## config.mk

```make
export PLATFORM = sky130hd
export DESIGN_NAME = dmem_arbiter
export DESIGN_NICKNAME = d
export VERILOG_FILES = /design/src/rtl/dmem_arb_pkg.sv /design/src/rtl/dmem_rsp_slot.sv /design/src/rtl/dmem_arbiter.sv
export SDC_FILE = /design/constraint.sdc
export NUM_CORES = 1
export LEC_CHECK = 0
export CAP_MARGIN = 20
export CORE_ASPECT_RATIO = 1.4
export CORE_MARGIN = 8
export CORE_UTILIZATION = 29
export DETAILED_ROUTE_END_ITERATION = 10
export GPL_TIMING_DRIVEN = 0
export PLACE_DENSITY_LB_ADDON = 0.3
export SYNTH_ARGS = -nofsm -noshare
export SYNTH_HDL_FRONTEND = slang
export SYNTH_SLANG_ARGS = --single-unit
```

## constraint.sdc

```tcl
create_clock -name clk -period 3.7 [get_ports clk]
set_input_delay 0.74 -clock clk [delete_from_list [all_inputs] [get_ports clk]]
set_output_delay 0.74 -clock clk [all_outputs]
set_load 0.005 [all_outputs]
```

## src/rtl/dmem_arb_pkg.sv

```systemverilog
// Shared types and constants for the dual-port data-memory arbiter.
package dmem_arb_pkg;

    localparam int unsigned DATA_W_DEF     = 32;
    localparam int unsigned DEPTH_LOG2_DEF = 6;

    localparam logic PORT0 = 1'b0;
    localparam logic PORT1 = 1'b1;

    typedef enum logic {
        SLOT_EMPTY = 1'b0,
        SLOT_FULL  = 1'b1
    } slot_state_t;

endpackage

```

## src/rtl/dmem_rsp_slot.sv

```systemverilog
// One-entry response register per port: loads on grant, drains on rsp_ready.
module dmem_rsp_slot
    import dmem_arb_pkg::*;
#(
    parameter int unsigned DATA_W = DATA_W_DEF
) (
    input  logic              clk,
    input  logic              rst,
    input  logic              load,
    input  logic              load_err,
    input  logic [DATA_W-1:0] load_rdata,
    input  logic              rsp_ready,
    output logic              rsp_valid,
    output logic [DATA_W-1:0] rsp_rdata,
    output logic              rsp_err
);

    slot_state_t state;

    // A load in the same cycle as a drain wins, giving back-to-back responses.
    always_ff @(posedge clk or posedge rst) begin
        if (rst) begin
            state     <= SLOT_EMPTY;
            rsp_valid <= 1'b0;
            rsp_rdata <= '0;
            rsp_err   <= 1'b0;
        end else if (load) begin
            state     <= SLOT_FULL;
            rsp_valid <= 1'b1;
            rsp_rdata <= load_rdata;
            rsp_err   <= load_err;
        end else if (state == SLOT_FULL && rsp_ready) begin
            state     <= SLOT_EMPTY;
            rsp_valid <= 1'b0;
        end
    end

endmodule

```

## src/rtl/dmem_arbiter.sv

```systemverilog
// Two-requester arbiter for a single-port word-addressed data memory.
// Define DMEM_ARB_RR_EN for round-robin contention; default is fixed port-0 priority.
module dmem_arbiter
    import dmem_arb_pkg::*;
#(
    parameter int unsigned DATA_W     = DATA_W_DEF,
    parameter int unsigned DEPTH_LOG2 = DEPTH_LOG2_DEF
) (
    input  logic              clk,
    input  logic              rst,

    input  logic              req0_valid,
    output logic              req0_ready,
    input  logic              req0_we,
    input  logic [31:0]       req0_addr,
    input  logic [DATA_W-1:0] req0_wdata,
    output logic              rsp0_valid,
    input  logic              rsp0_ready,
    output logic [DATA_W-1:0] rsp0_rdata,
    output logic              rsp0_err,

    input  logic              req1_valid,
    output logic              req1_ready,
    input  logic              req1_we,
    input  logic [31:0]       req1_addr,
    input  logic [DATA_W-1:0] req1_wdata,
    output logic              rsp1_valid,
    input  logic              rsp1_ready,
    output logic [DATA_W-1:0] rsp1_rdata,
    output logic              rsp1_err,

    output logic              mem_we,
    output logic [31:0]       mem_addr,
    output logic [DATA_W-1:0] mem_wdata,
    input  logic [DATA_W-1:0] mem_rdata
);

    logic              elig0, elig1;
    logic              gnt0, gnt1, pick1;
    logic              err0, err1;
    logic              sel_we, sel_err;
    logic [31:0]       sel_addr;
    logic [DATA_W-1:0] sel_wdata;
    logic [DATA_W-1:0] load_rdata;

    assign err0 = (req0_addr[1:0] != 2'b00) || (req0_addr[31:DEPTH_LOG2+2] != '0);
    assign err1 = (req1_addr[1:0] != 2'b00) || (req1_addr[31:DEPTH_LOG2+2] != '0);

    // A full slot can accept a new request when it is being drained this cycle.
    assign elig0 = !rst && req0_valid && (!rsp0_valid || rsp0_ready);
    assign elig1 = !rst && req1_valid && (!rsp1_valid || rsp1_ready);

`ifdef DMEM_ARB_RR_EN
    logic last_grant;

    assign pick1 = elig1 && (!elig0 || last_grant == PORT0);

    always_ff @(posedge clk or posedge rst) begin
        if (rst) begin
            last_grant <= PORT1;
        end else if (gnt0) begin
            last_grant <= PORT0;
        end else if (gnt1) begin
            last_grant <= PORT1;
        end
    end
`else
    assign pick1 = elig1 && !elig0;
`endif

    assign gnt1       = pick1;
    assign gnt0       = elig0 && !pick1;
    assign req0_ready = gnt0;
    assign req1_ready = gnt1;

    always_comb begin
        sel_we    = req0_we;
        sel_err   = err0;
        sel_addr  = req0_addr;
        sel_wdata = req0_wdata;
        if (gnt1) begin
            sel_we    = req1_we;
            sel_err   = err1;
            sel_addr  = req1_addr;
            sel_wdata = req1_wdata;
        end
    end

    assign mem_addr   = {{(32-DEPTH_LOG2){1'b0}}, sel_addr[DEPTH_LOG2+1:2]};
    assign mem_wdata  = sel_wdata;
    assign mem_we     = (gnt0 || gnt1) && sel_we && !sel_err;
    assign load_rdata = (sel_we || sel_err) ? '0 : mem_rdata;

    dmem_rsp_slot #(.DATA_W(DATA_W)) u_slot0 (
        .clk        (clk),
        .rst        (rst),
        .load       (gnt0),
        .load_err   (sel_err),
        .load_rdata (load_rdata),
        .rsp_ready  (rsp0_ready),
        .rsp_valid  (rsp0_valid),
        .rsp_rdata  (rsp0_rdata),
        .rsp_err    (rsp0_err)
    );

    dmem_rsp_slot #(.DATA_W(DATA_W)) u_slot1 (
        .clk        (clk),
        .rst        (rst),
        .load       (gnt1),
        .load_err   (sel_err),
        .load_rdata (load_rdata),
        .rsp_ready  (rsp1_ready),
        .rsp_valid  (rsp1_valid),
        .rsp_rdata  (rsp1_rdata),
        .rsp_err    (rsp1_err)
    );

endmodule

```

==> results of run 1 <==
[layout make-up]
cell class,count,area (µm²),share of cell area [%]
Buffer,49,334,4.72
Clock buffer,10,239,3.37
Clock inverter,6,111,1.57
Inverter,4,18.8,0.265
Multi-Input combinational cell,258,1680,23.7
Sequential cell,68,1700,24.0
Tap cell,150,188,2.65
Timing Repair Buffer,280,2810,39.6
Timing Repair inverter,1,5.00,0.0707
[per-stage QoR]
stage                     hold slack [ps]  TNS [ps]
final                                 482         0
after global placement                465    -45540
after global routing                  512     -20.7
after CTS                             486      -381
after floorplan                       473         0
after detailed placement              476    -13090
[critical path, delay by kind of cell]
| family | cells | cell delay [ps] |
|---|---|---|
| buffers and inverters | 4 | 1270 |
| AOI/OAI and AO/OA | 1 | 350 |
| muxes | 1 | 340 |
| and+or+nand+nor | 1 | 170 |
[power breakdown]
group	total (W)	leakage, nW	internal, W	switching, W
clock network	0.000995	0.169	0.000676	0.000319
registers	0.000750	0.940	0.000748	0.00000239
logic	0.000422	1.90	0.000282	0.000139
[sequential cells by signal (all words and copies together) (netlist names)]
name / cells
u_slot0.rsp_err: 1
u_slot1.rsp_rdata: 32
u_slot0.state: 1
u_slot0.rsp_rdata: 32
u_slot1.rsp_valid: 1
u_slot1.rsp_err: 1
[cell usage in the layout, fill, tap and decap left out, types with 2 or more instances in the layout]
cell,netlist,final
a31o_2,29,29
o21ai_0,4,4
nor4_1,11,11
a31o_1,3,3
nand4_1,2,2
buf_2,8,3
nor2_1,4,4
o21ai_1,22,22
dfrtp_1,68,68
nand2_1,66,66
conb_1,1,26
bufinv_16,0,3
clkdlybuf4s50_1,0,275
mux2_2,38,38
buf_4,27,32
clkbuf_1,11,11
clkbuf_16,0,9
o21ai_2,8,8
buf_6,3,5
nor2b_1,33,33
inv_1,3,2
clkinvlp_4,0,2
or4_4,2,2
[cell families (layout without fill, tap and decap cells)]
group,Yosys count,in the layout,share of synthesized area (%)
AO/OA/AOI/OAI,69,69,14.5
multiplexers,38,38,11.8
AND/OR/NAND/NOR,125,125,17.3
flip-flops,68,68,47.1
buffers and inverters,53,350,9.21
other,1,26,0.104
[final timing paths]
path	start	to	slack, ps	cells after the start
worst max-delay path	rsp0_ready	mem_wdata[27]	80	7
max in group asynchronous	rst	u_slot1.rsp_rdata[17]	2260	3
worst min-delay path	u_slot0.rsp_rdata[12]	u_slot0.rsp_rdata[12]	480	2
worst max register to register	u_slot1.rsp_valid	u_slot1.rsp_rdata[12]	1680	7
min in group asynchronous	rst	u_slot1.rsp_valid	740	3
worst min register to register	u_slot0.rsp_rdata[12]	u_slot0.rsp_rdata[12]	480	2
[what timing repair did]
item,CTS,global route
resized for setup,2,11
setup buffers,3,0
endpoints found under the setup margin,41,38
gates cloned,1,0
pin swaps,1,0
[routing by layer]
metal	GRT usage, %	vias up
met3	7.23	30
li1	-	1809
met4	9.03	0
met2	33.4	230
met5	0	-
met1	17.0	1753
==> run metrics, run 1 <==
clock buffer count from CTS 9; Die Wd 110 µm; synthesized instance count 354; final setup vio count 0; Met3 Routed Length 2.02 mm; drt pass-1 iters 4; Tot GR Track Use 18.4%; Final #Nets 839; Placement Setup Slack -921 ps; share of layout cells above drive strength 1 21.0%; Synth cell types 29; std cell rows 48; Port Buffers 276; critical-path cell list clkdlybuf4s50_1 > nand2b_4 > a2111oi_4 > buf_6 > buf_4 > mux2_2 > clkdlybuf4s50_1; first-pass GRT wire length 23.2 mm; Syn Std Cell Area 0.00361 mm²; clk buf depth 2; Worst-Skew Late Latency 330 ps; CP max-delay cell clkdlybuf4s50_1; I/O pins 303; vias per cell 4.63; flops & latches, synth 68; Die Footprint 0.0163 mm²; post-synth top area cell dfrtp_1; fillers 1,064; Synth Flop Type dfrtp_1; max-slew violation count 0; post-synth top area share 47.1%; WL final 15.6 mm; vias in the first global route 4,374; Clock transition at path regs 50 ps; total number of vias 3,822; Worst-Margin Slew 792 ps; Synth async-reset ratio 100%; die height 148 µm; PwrDens 306 mW/mm²; hpwl dp 13.2 mm; Clock H-tree levels 3; CP Max Fanout 10; Final WS setup 84.3 ps; Post-synth EDFFs 0; cell with the most instances after synthesis dfrtp_1; clock root buffer clkbuf_16; outcome completed; Placed Area 0.00668 mm²; list of most frequent post-synthesis cells dfrtp_1 (68), nand2_1 (66), mux2_2 (38), nor2b_1 (33), a31o_2 (29); initial antenna violation count 0; sequential share of the synthesized area 47.1%; largest net degree at the start of global routing 41; met2 WL 7.94 mm; Max VDD drop 0.215 mV; Final Hold Viols 0; RSZ-0062 raised after global routing true; total power 0.00217 W; placed insts 806; fin cells 826; Clock Skew 5.34 ps; kind of critical path input port to output port; crit path launch type input port; WP data required 2960 ps; DRT iter0 DRCs 89; YS warnings 0; Mean Syn Cell Area 10.2 µm²; Final ANT Viol Nets 0; met1 WL 5.07 mm; final core occ 57.8%; hold bufs inserted after CTS 0; clk sink count 68; WP data arrival 2880 ps; P&R area growth vs syn 96.0%; Rel. slew slack 46.9%; CP Capture Type output port; Starting Density 29.5%; ant diodes 0; Critical Path Max Stage Delay 470 ps; maxcap violations 0; f_max 277 MHz; post-route minimum period 3620 ps; leak pwr 3.01 nW; largest cells by area after synthesis dfrtp_1 (47%), mux2_2 (12%), a31o_2 (7.0%); Final GP Congestion 0.820; CTS tree built; Top cell by count, worst path clkdlybuf4s50_1; # DRC 0; drt wl/cell 18.9 µm; Final period util 97.7%; total gr overflow 0; Hold WC Path Type flop to flop; post-route cell area 0.00708 mm²; Highest Signal Layer met4; core area 0.0123 mm²
Power figures use the tool's default switching activity.
==> inputs of run 2 (changes only) <==
CORE_ASPECT_RATIO = unset   (was 1.4)
CORE_UTILIZATION = 35   (was 29)
clock period = 4.35 ns   (was 3.7 ns; I/O delays follow)
==> run metrics, run 2 (synthesis results as in run 1) <==
Final ANT Viol Nets 0 (unchanged); crit path launch type input port; CTS tree built; Worst-Margin Slew 681 ps (-111 ps); largest net degree at the start of global routing 70 (+71%); clk buf depth 2 (unchanged); die height 118 µm (-21%); maxcap violations 0 (unchanged); Final #Nets 834 (-0.60%); Final period util 96.8%; hpwl dp 12.8 mm (-2.7%); leak pwr 2.92 nW (-2.9%); Worst-Skew Late Latency 350 ps (+20 ps); first-pass GRT wire length 23.7 mm (+2.1%); total number of vias 3,821 (-0.026%); share of layout cells above drive strength 1 20.1% (-0.89 points); clock root buffer clkbuf_8; RSZ-0062 raised after global routing false; I/O pins 303 (unchanged); Die Wd 118 µm (+6.6%); Clock Skew 4.91 ps (-0.430 ps); Tot GR Track Use 22.0% (+3.6 points); max-slew violation count 0 (unchanged); Final GP Congestion 0.843 (+2.9%); CP Max Fanout 10 (unchanged); vias in the first global route 4,212 (-3.7%); TNS Setup 0 ps (unchanged); drt wl/cell 19.2 µm (+1.6%); Clock H-tree levels 3 (unchanged); CP Capture Type output port; placed insts 791 (-1.9%); commonest non-fill, non-tap cell in the layout clkdlybuf4s50_1; vias per cell 4.73 (+2.3%); WP data arrival 3340 ps (+460 ps); largest registers u_slot0.rsp_rdata: 32 flops, u_slot1.rsp_rdata: 32 flops; Port Buffers 276 (unchanged); most frequent cells in the layout clkdlybuf4s50_1 (276), dfrtp_1 (68), nand2_1 (66), mux2_2 (38), nor2b_1 (33); total power 0.00148 W (-32%); Clock transition at path regs 70 ps (+20 ps); initial antenna violation count 0 (unchanged); std cell rows 37 (-23%); WL final 15.5 mm (-0.74%); fin cells 807 (-2.3%); total gr overflow 0 (unchanged); clock buffer count from CTS 9 (unchanged); Final Hold Viols 0 (unchanged); PwrDens 216 mW/mm² (-30%); post-route minimum period 4210 ps; final setup vio count 0 (unchanged); Rel. slew slack 54.6% (+7.7 points); clk sink count 68 (unchanged); # DRC 0 (unchanged); r2r setup slk 2230 ps (+550 ps); WP data required 3480 ps (+520 ps); kind of critical path input port to output port; ant diodes 0 (unchanged); drt pass-1 iters 4 (unchanged); outcome completed; Starting Density 35.5% (+6.0 points); Die Footprint 0.0138 mm² (-15%); core area 0.0102 mm² (-17%); P&R area growth vs syn 89.7%; Hold WC Path Type flop to flop; DRT iter0 DRCs 142 (+60%); f_max 237 MHz; Setup Buffers After CTS 0 (-3); Max VDD drop 0.116 mV (-46%); hold bufs inserted after CTS 0 (unchanged)
-- run 2: final timing paths --
path                                            from                     to  cells after the start
worst max-delay path                      rsp0_ready           mem_wdata[3]                      6
max in group asynchronous                        rst   u_slot0.rsp_rdata[8]                      2
worst max register to register     u_slot1.rsp_valid  u_slot1.rsp_rdata[21]                      5
min in group asynchronous                        rst  u_slot0.rsp_rdata[17]                      2
worst min-delay path            u_slot0.rsp_rdata[3]   u_slot0.rsp_rdata[3]                      2
worst min register to register  u_slot0.rsp_rdata[3]   u_slot0.rsp_rdata[3]                      2
-- run 2: cell type report --
| cell class | instances | area (µm²) |
|---|---|---|
| timing repair buffer | 276 | 2760 |
| clock buffer | 15 | 176 |
| buffer | 49 | 319 |
| sequential | 68 | 1700 |
| multi-input combinational | 258 | 1680 |
| tap | 136 | 170 |
| fill | 824 | 3330 |
| inverter | 4 | 41.3 |
| clock inverter | 1 | 5.00 |
-- run 2: per-stage QoR --
step / hold WS, ps / utilization (%) / area, µm² / setup slack (ps)
detailed placement: 470 / 65.2 / 6640 / -459
global route: 506 / 67.3 / 6850 / 52.1
CTS: 486 / 67.3 / 6850 / 84.0
global placement: 463 / 65.2 / 6640 / -2080
floorplan: 473 / - / 3710 / 179
finish: 482 / 67.3 / 6850 / 139
-- run 2: routing by layer --
layer / share of wire [%] / track usage, %
met1: 35 / 21.9
met2: 53 / 40.1
met3: 8.7 / 8.11
met4: 2.6 / 9.53
met5: 0 / 0
-- run 2: worst max-delay path: stages --
cell and delay, ps:
clkdlybuf4s50_1 440, nand2b_4 180, a2111oi_4 630, buf_2 370, mux2_2 360, clkdlybuf4s50_1 490
-- run 2: where the power goes --
part,total (W),switching [W],internal [W],leakage [nW]
Sequential,0.000637,0.00000221,0.000635,0.940
Combinational,0.000353,0.000115,0.000238,1.89
Clock,0.000487,0.000233,0.000254,0.0937
-- run 2: what timing repair did --
item | CTS | global route
endpoints found under the setup margin | 2 | 2
gates resized for setup | 6 | 2
pin swaps | 0 | 1
==> RTL change 1: new RTL, settings of run 2 <==
`DEPTH_LOG2_DEF`: 6 -> 5.
--- a/src/rtl/dmem_arb_pkg.sv
+++ b/src/rtl/dmem_arb_pkg.sv
@@ -3,5 +3,5 @@
 
     localparam int unsigned DATA_W_DEF     = 32;
-    localparam int unsigned DEPTH_LOG2_DEF = 6;
+    localparam int unsigned DEPTH_LOG2_DEF = 5;
 
     localparam logic PORT0 = 1'b0;
Check against the original RTL: not equivalent (a bounded check fails within 4 cycles, from zero or initial values and one cycle with rst high).
==> RTL change 1 against run 2 <==
Power down 1.1%; clock skew up 0.0016 ns; sequential cell count unchanged; count of clock-buffer cells in the layout down 5; critical endpoint is now mem_we; setup slack worse by 0.017 ns; sequential power about the same; area after synthesis down 3.9%; wire length up 2.1%; cell area down 2.1%.
==> RTL change 1: results (changes against run 2) <==
By area the synthesized netlist is led by dfrtp_1 (49%), nand2_1 (19%), a22o_1 (7.8%). The run gives 236 (+66%) as the initial DRC count. The run gives 117 µV (+0.71%) as the highest ir drop seen on vdd. The number of global-route vias before repair was 4,109 (-2.4%).

The net switching fraction of the power came out at 25.6% (+1.9 points). The flow ran to the end, and the final reports show no timing, DRC or antenna violations. The tools report the overall routing resource usage as 22.0% (+0.051 points). The run gives 4,025 (+5.3%) as the vias after detailed routing. Maximum number of pins on one net before global-route repair: 71 (+1.4%). The routed length on met2 was 8170 µm (-0.79%). The arrival time reported for the critical path endpoint was 3.36 ns (+0.02 ns); the mux share of post-synthesis cell area was 0% (-12 points).

The layout cell share with drive strength beyond 1 is 9.36% (-11 points). The number of library cell types mapped by synthesis is 34 (+17%), and the wire length the detailed router placed on met1 is 5830 µm (+6.1%). The slew at the pin closest to its max-slew limit is 0.572 ns (-0.110 ns), and the final-stage net count is 879 (+5.4%).

The post-synthesis compound-gate area fraction was 14.6% (+0.090 points); the maximum fanout along the worst path was 70 (+60). The logs give 0.819 (-2.9%) for the global placer's final weighted congestion and 13,500 µm (+5.2%) for the sum of net half-perimeters after detailed placement. Met1 demand-to-capacity share in global routing: 24.5% (+2.6 points).

The initial antenna violation count is 2 (+2), and the insertion delay to the later sink of the worst-skew pair is 0.33 ns (-0.02 ns). The logs give 0.00650 ns (+0.00159 ns) for the worst clock skew and 1450 µm (+7.5%) for the routed length on met3. The total of buffers placed on input and output ports is 275 (-0.36%). For the first-pass GRT wire length, the log shows 22,300 µm (-5.7%).
RTL change 1: cell types whose count changed after synthesis, sizes merged, moves of 2 or more:
| cell | delta |
|---|---|
| nand3b | +2 |
| buf | -5 |
| a31o | -32 |
| clkbuf | +7 |
| nand2 | +112 |
| a22o | +32 |
| o21ai | -2 |
| nor4 | +2 |
| nor2b | -32 |
| mux2 | -38 |
| nor2 | -3 |
RTL change 1: kinds of logic (layout without fill, tap and decap cells):
kind of cell | Yosys count | in the layout
simple gates | 206 | 206
compound gates | 69 | 69
flops | 68 | 68
buf+inv | 55 | 346
other cells | 1 | 29
RTL change 1: repair_timing:
item / CTS / global route
hold buffers: 0 / 0
gates resized for setup: 5 / 5
pin swaps: 0 / 0
endpoints found under the setup margin: 40 / 28
RTL change 1: area by class of cell:
class                           instances  area, µm²
Buffer                                 51        328
Sequential cell                        68       1700
Clock inverter                          6       48.8
Timing Repair Buffer                  275       2750
Clock buffer                           10        138
Antenna cell                            2       5.00
Inverter                                4       41.3
Multi-Input combinational cell        302       1530
Fill cell                             758       2980
Tap cell                              133        166
RTL change 1: worst max-delay path, stage by stage:
cell and delay, ns:
clkdlybuf4s50_1 0.45, bufinv_16 0.39, o2111ai_4 0.20, buf_6 0.19
or4_4 0.55, a21oi_2 0.13, clkdlybuf4s50_1 0.53
RTL change 1: path summary, 6_finish.rpt:
check / startpoint / to / slack [ns] / depth (start not counted)
max: rst / mem_we / 0.12 / 7
min: u_slot0.rsp_rdata[10] / u_slot0.rsp_rdata[10] / 0.49 / 2
max reg2reg: u_slot0.state / u_slot0.rsp_rdata[25] / 2.44 / 6
min reg2reg: u_slot0.rsp_rdata[10] / u_slot0.rsp_rdata[10] / 0.49 / 2
max in group asynchronous: rst / u_slot1.rsp_rdata[25] / 3.08 / 2
min in group asynchronous: rst / u_slot0.rsp_rdata[27] / 0.98 / 2
RTL change 1: per-stage QoR:
step | total power (W) | cell area (µm²) | worst slack [ns] | std cells
after floorplan | 0.000749 | 3570 | 0.639 | 425
after global placement | 0.000995 | 6490 | -0.833 | 833
after detailed placement | 0.00100 | 6490 | -0.383 | 833
after CTS | 0.00147 | 6690 | 0.0192 | 849
after global routing | 0.00153 | 6710 | -0.00275 | 851
final | 0.00146 | 6710 | 0.122 | 851
RTL change 1: power by group through the flow:
stage	sequential, W	combinational [W]	clock [W]
after floorplan	0.000647	0.000102	0
final	0.000635	0.000358	0.000469
after CTS	0.000635	0.000356	0.000480
after global routing	0.000635	0.000384	0.000513
after global placement	0.000647	0.000348	0
after detailed placement	0.000647	0.000353	0
==> RTL change 2: new RTL, flow settings as in run 2 <==
Made on the original files. Put a register stage on the output `rsp1_err`, without a reset. The value now appears one clock later. The other outputs are not delayed to match.
--- a/src/rtl/dmem_arbiter.sv
+++ b/src/rtl/dmem_arbiter.sv
@@ -35,4 +35,6 @@
     input  logic [DATA_W-1:0] mem_rdata
 );
+
+    logic rsp1_err_d;
 
     logic              elig0, elig1;
@@ -113,6 +115,10 @@
         .rsp_valid  (rsp1_valid),
         .rsp_rdata  (rsp1_rdata),
-        .rsp_err    (rsp1_err)
+        .rsp_err    (rsp1_err_d)
     );
+
+    always_ff @(posedge clk) begin
+        rsp1_err <= rsp1_err_d;
+    end
 
 endmodule
Check against the original RTL: not equivalent (Yosys sat finds a counterexample within 4 cycles, from zero or initial values and one cycle with rst high).
==> RTL change 2 against run 2 <==
Wire length increased by 0.34%; final cell count is the same; utilization barely moved; first-iteration DRC count decreased by 2.8%; area after synthesis is 0.55% higher; sequential cell count increased by 1; die area increased by 0.48%; global-route usage down 0.051 points; power fell by 2.5%; worst hold slack got worse by 0.11 ns; setup slack better by 0.10 ns; cell area about the same.
==> RTL change 2: results (changes against run 2) <==
The number of global-route vias before repair is 4,259 (+1.1%). The worst slew slack as a fraction of its limit was 60.9% (+6.3 points); the number of search-and-repair iterations in the first detailed-routing pass was 4 (unchanged). The most critical setup path has its startpoint at rsp0_ready. Start of the worst register-to-register path: u_slot1.rsp_valid.

The total routed wirelength was 15,500 µm (+0.34%). The tools report the number of cells after detailed placement as 792 (+0.13%). The run gives 6660 µm² (+0.30%) as the placed standard-cell area. Reg-to-reg endpoint: u_slot1.rsp_rdata[22]. The number of cells on the worst hold path works out to 0 (-2). Worst clock skew: 0.00736 ns (+0.00245 ns).

The number of vias per cell came out at 4.78 (+1.0%). The xor/xnor share of the synthesized area works out to 0% (unchanged). The maximum fanout along the worst path is 10 (unchanged), and the adder-cell share of the synthesized area is 0% (unchanged). The first-pass GRT wire length was 23,900 µm (+1.2%). The tools report the filler cell count as 845 (+2.5%). The largest registers in the layout are u_slot0.rsp_rdata (32), u_slot1.rsp_rdata (32). The delay of the slowest cell on the worst path was 0.61 ns (-0.02 ns).

By area the synthesized netlist is led by dfrtp_1 (47%), mux2_2 (12%), a31o_2 (7.0%). The run gives 0 (unchanged) as the final antenna diode count. The sum of net half-perimeters after detailed placement was 13,000 µm (+1.1%); the arrival time reported for the critical path endpoint was 3.24 ns (-0.10 ns). For the highest ir drop seen on vdd, the log shows 106 µV (-8.8%).

The post-synthesis cell count came out at 355 (+0.28%). The mux share of post-synthesis cell area was 11.8% (-0.065 points); the overall routing resource usage was 21.9% (-0.051 points). The run gives 2.91 nW (-0.22%) as the static leakage power. The post-synthesis compound-gate area fraction was 14.4% (-0.080 points); the post-synthesis async set-or-reset flop share was 98.6% (-1.4 points). The global placer's final weighted congestion was 0.830 (-1.5%). The worst hold path terminates at rsp1_err. Part of the Yosys area used for sequential elements: 47.4% (+0.29 points).

For the internal power consumption, the log shows 0.00109 W (-3.7%). The worst setup slack for register-to-register paths is 2.30 ns (+0.07 ns), and the number of library cell types mapped by synthesis is 30 (+3.4%). The final-stage net count was 835 (+0.12%). In this run the most critical hold path is launched from u_slot1.rsp_err. The flow ran to the end, and the final reports show no timing, DRC or antenna violations. The tools report the initial DRC count as 138 (-2.8%).
-- RTL change 2: cell count changes after synthesis, sizes merged --
| cell | before | now |
|---|---|---|
| dfxtp | 0 | 1 |
-- RTL change 2: routing by layer --
layer | GRT usage, % | wire length, µm | vias up
met3 | 8.11 | 1420 | 17
met4 | 8.81 | 327 | 0
li1 | - | - | 1804
met1 | 20.7 | 5390 | 1828
met5 | 0 | 0 | -
met2 | 41.8 | 8410 | 212
-- RTL change 2: how the worst max path moves through the flow --
stage,endpoint,slack [ns],cells after the start
floorplan,req0_ready,0.18,4
global route,mem_wdata[11],0.09,6
global placement,req0_ready,-2.06,6
detailed placement,req0_ready,-0.49,6
CTS,mem_we,0.04,7
finish,mem_wdata[13],0.24,6
-- RTL change 2: logic make-up after synthesis --
group,count (synthesis)
AND/OR/NAND/NOR,125
AO/OA/AOI/OAI,69
flip-flops,69
buffers and inverters,53
multiplexers,38
other,1
-- RTL change 2: what timing repair did --
item                       in CTS  in global routing
setup endpoints to repair       2                  1
gates cloned                    0                  0
resized for setup               6                  1
-- RTL change 2: final cells by class --
cell class | instances | area (µm²) | area share, %
Inverter | 4 | 41.3 | 0.603
Clock buffer | 11 | 131 | 1.92
Multi-Input combinational cell | 258 | 1680 | 24.5
Sequential cell | 69 | 1720 | 25.1
Buffer | 49 | 319 | 4.66
Tap cell | 136 | 170 | 2.48
Timing Repair Buffer | 276 | 2760 | 40.3
Clock inverter | 4 | 26.3 | 0.384
-- RTL change 2: worst max-delay path: cells and delay by family --
family                 cells  cell delay [ns]
and+or+nand+nor            1             0.16
muxes                      1             0.37
AOI/OAI and AO/OA          1             0.61
buffers and inverters      3             1.23
-- RTL change 2: power by group through the flow --
stage	Clock [W]	Combinational, W	Sequential [W]
after floorplan	0	0.000107	0.000659
after CTS	0.000453	0.000357	0.000646
after global routing	0.000474	0.000381	0.000646
after detailed placement	0	0.000353	0.000659
final	0.000440	0.000354	0.000646
after global placement	0	0.000348	0.000659
-- RTL change 2: stage by stage --
| stage | setup WS (ns) | TNS (ns) | power (W) | hold slack, ns |
|---|---|---|---|---|
| global route | 0.0852 | 0 | 0.00150 | 0.391 |
| global placement | -2.06 | -33.17 | 0.00101 | 0.357 |
| CTS | 0.0355 | 0 | 0.00146 | 0.377 |
| floorplan | 0.179 | 0 | 0.000765 | 0.348 |
| finish | 0.241 | 0 | 0.00144 | 0.372 |
| detailed placement | -0.485 | -0.781 | 0.00101 | 0.369 |
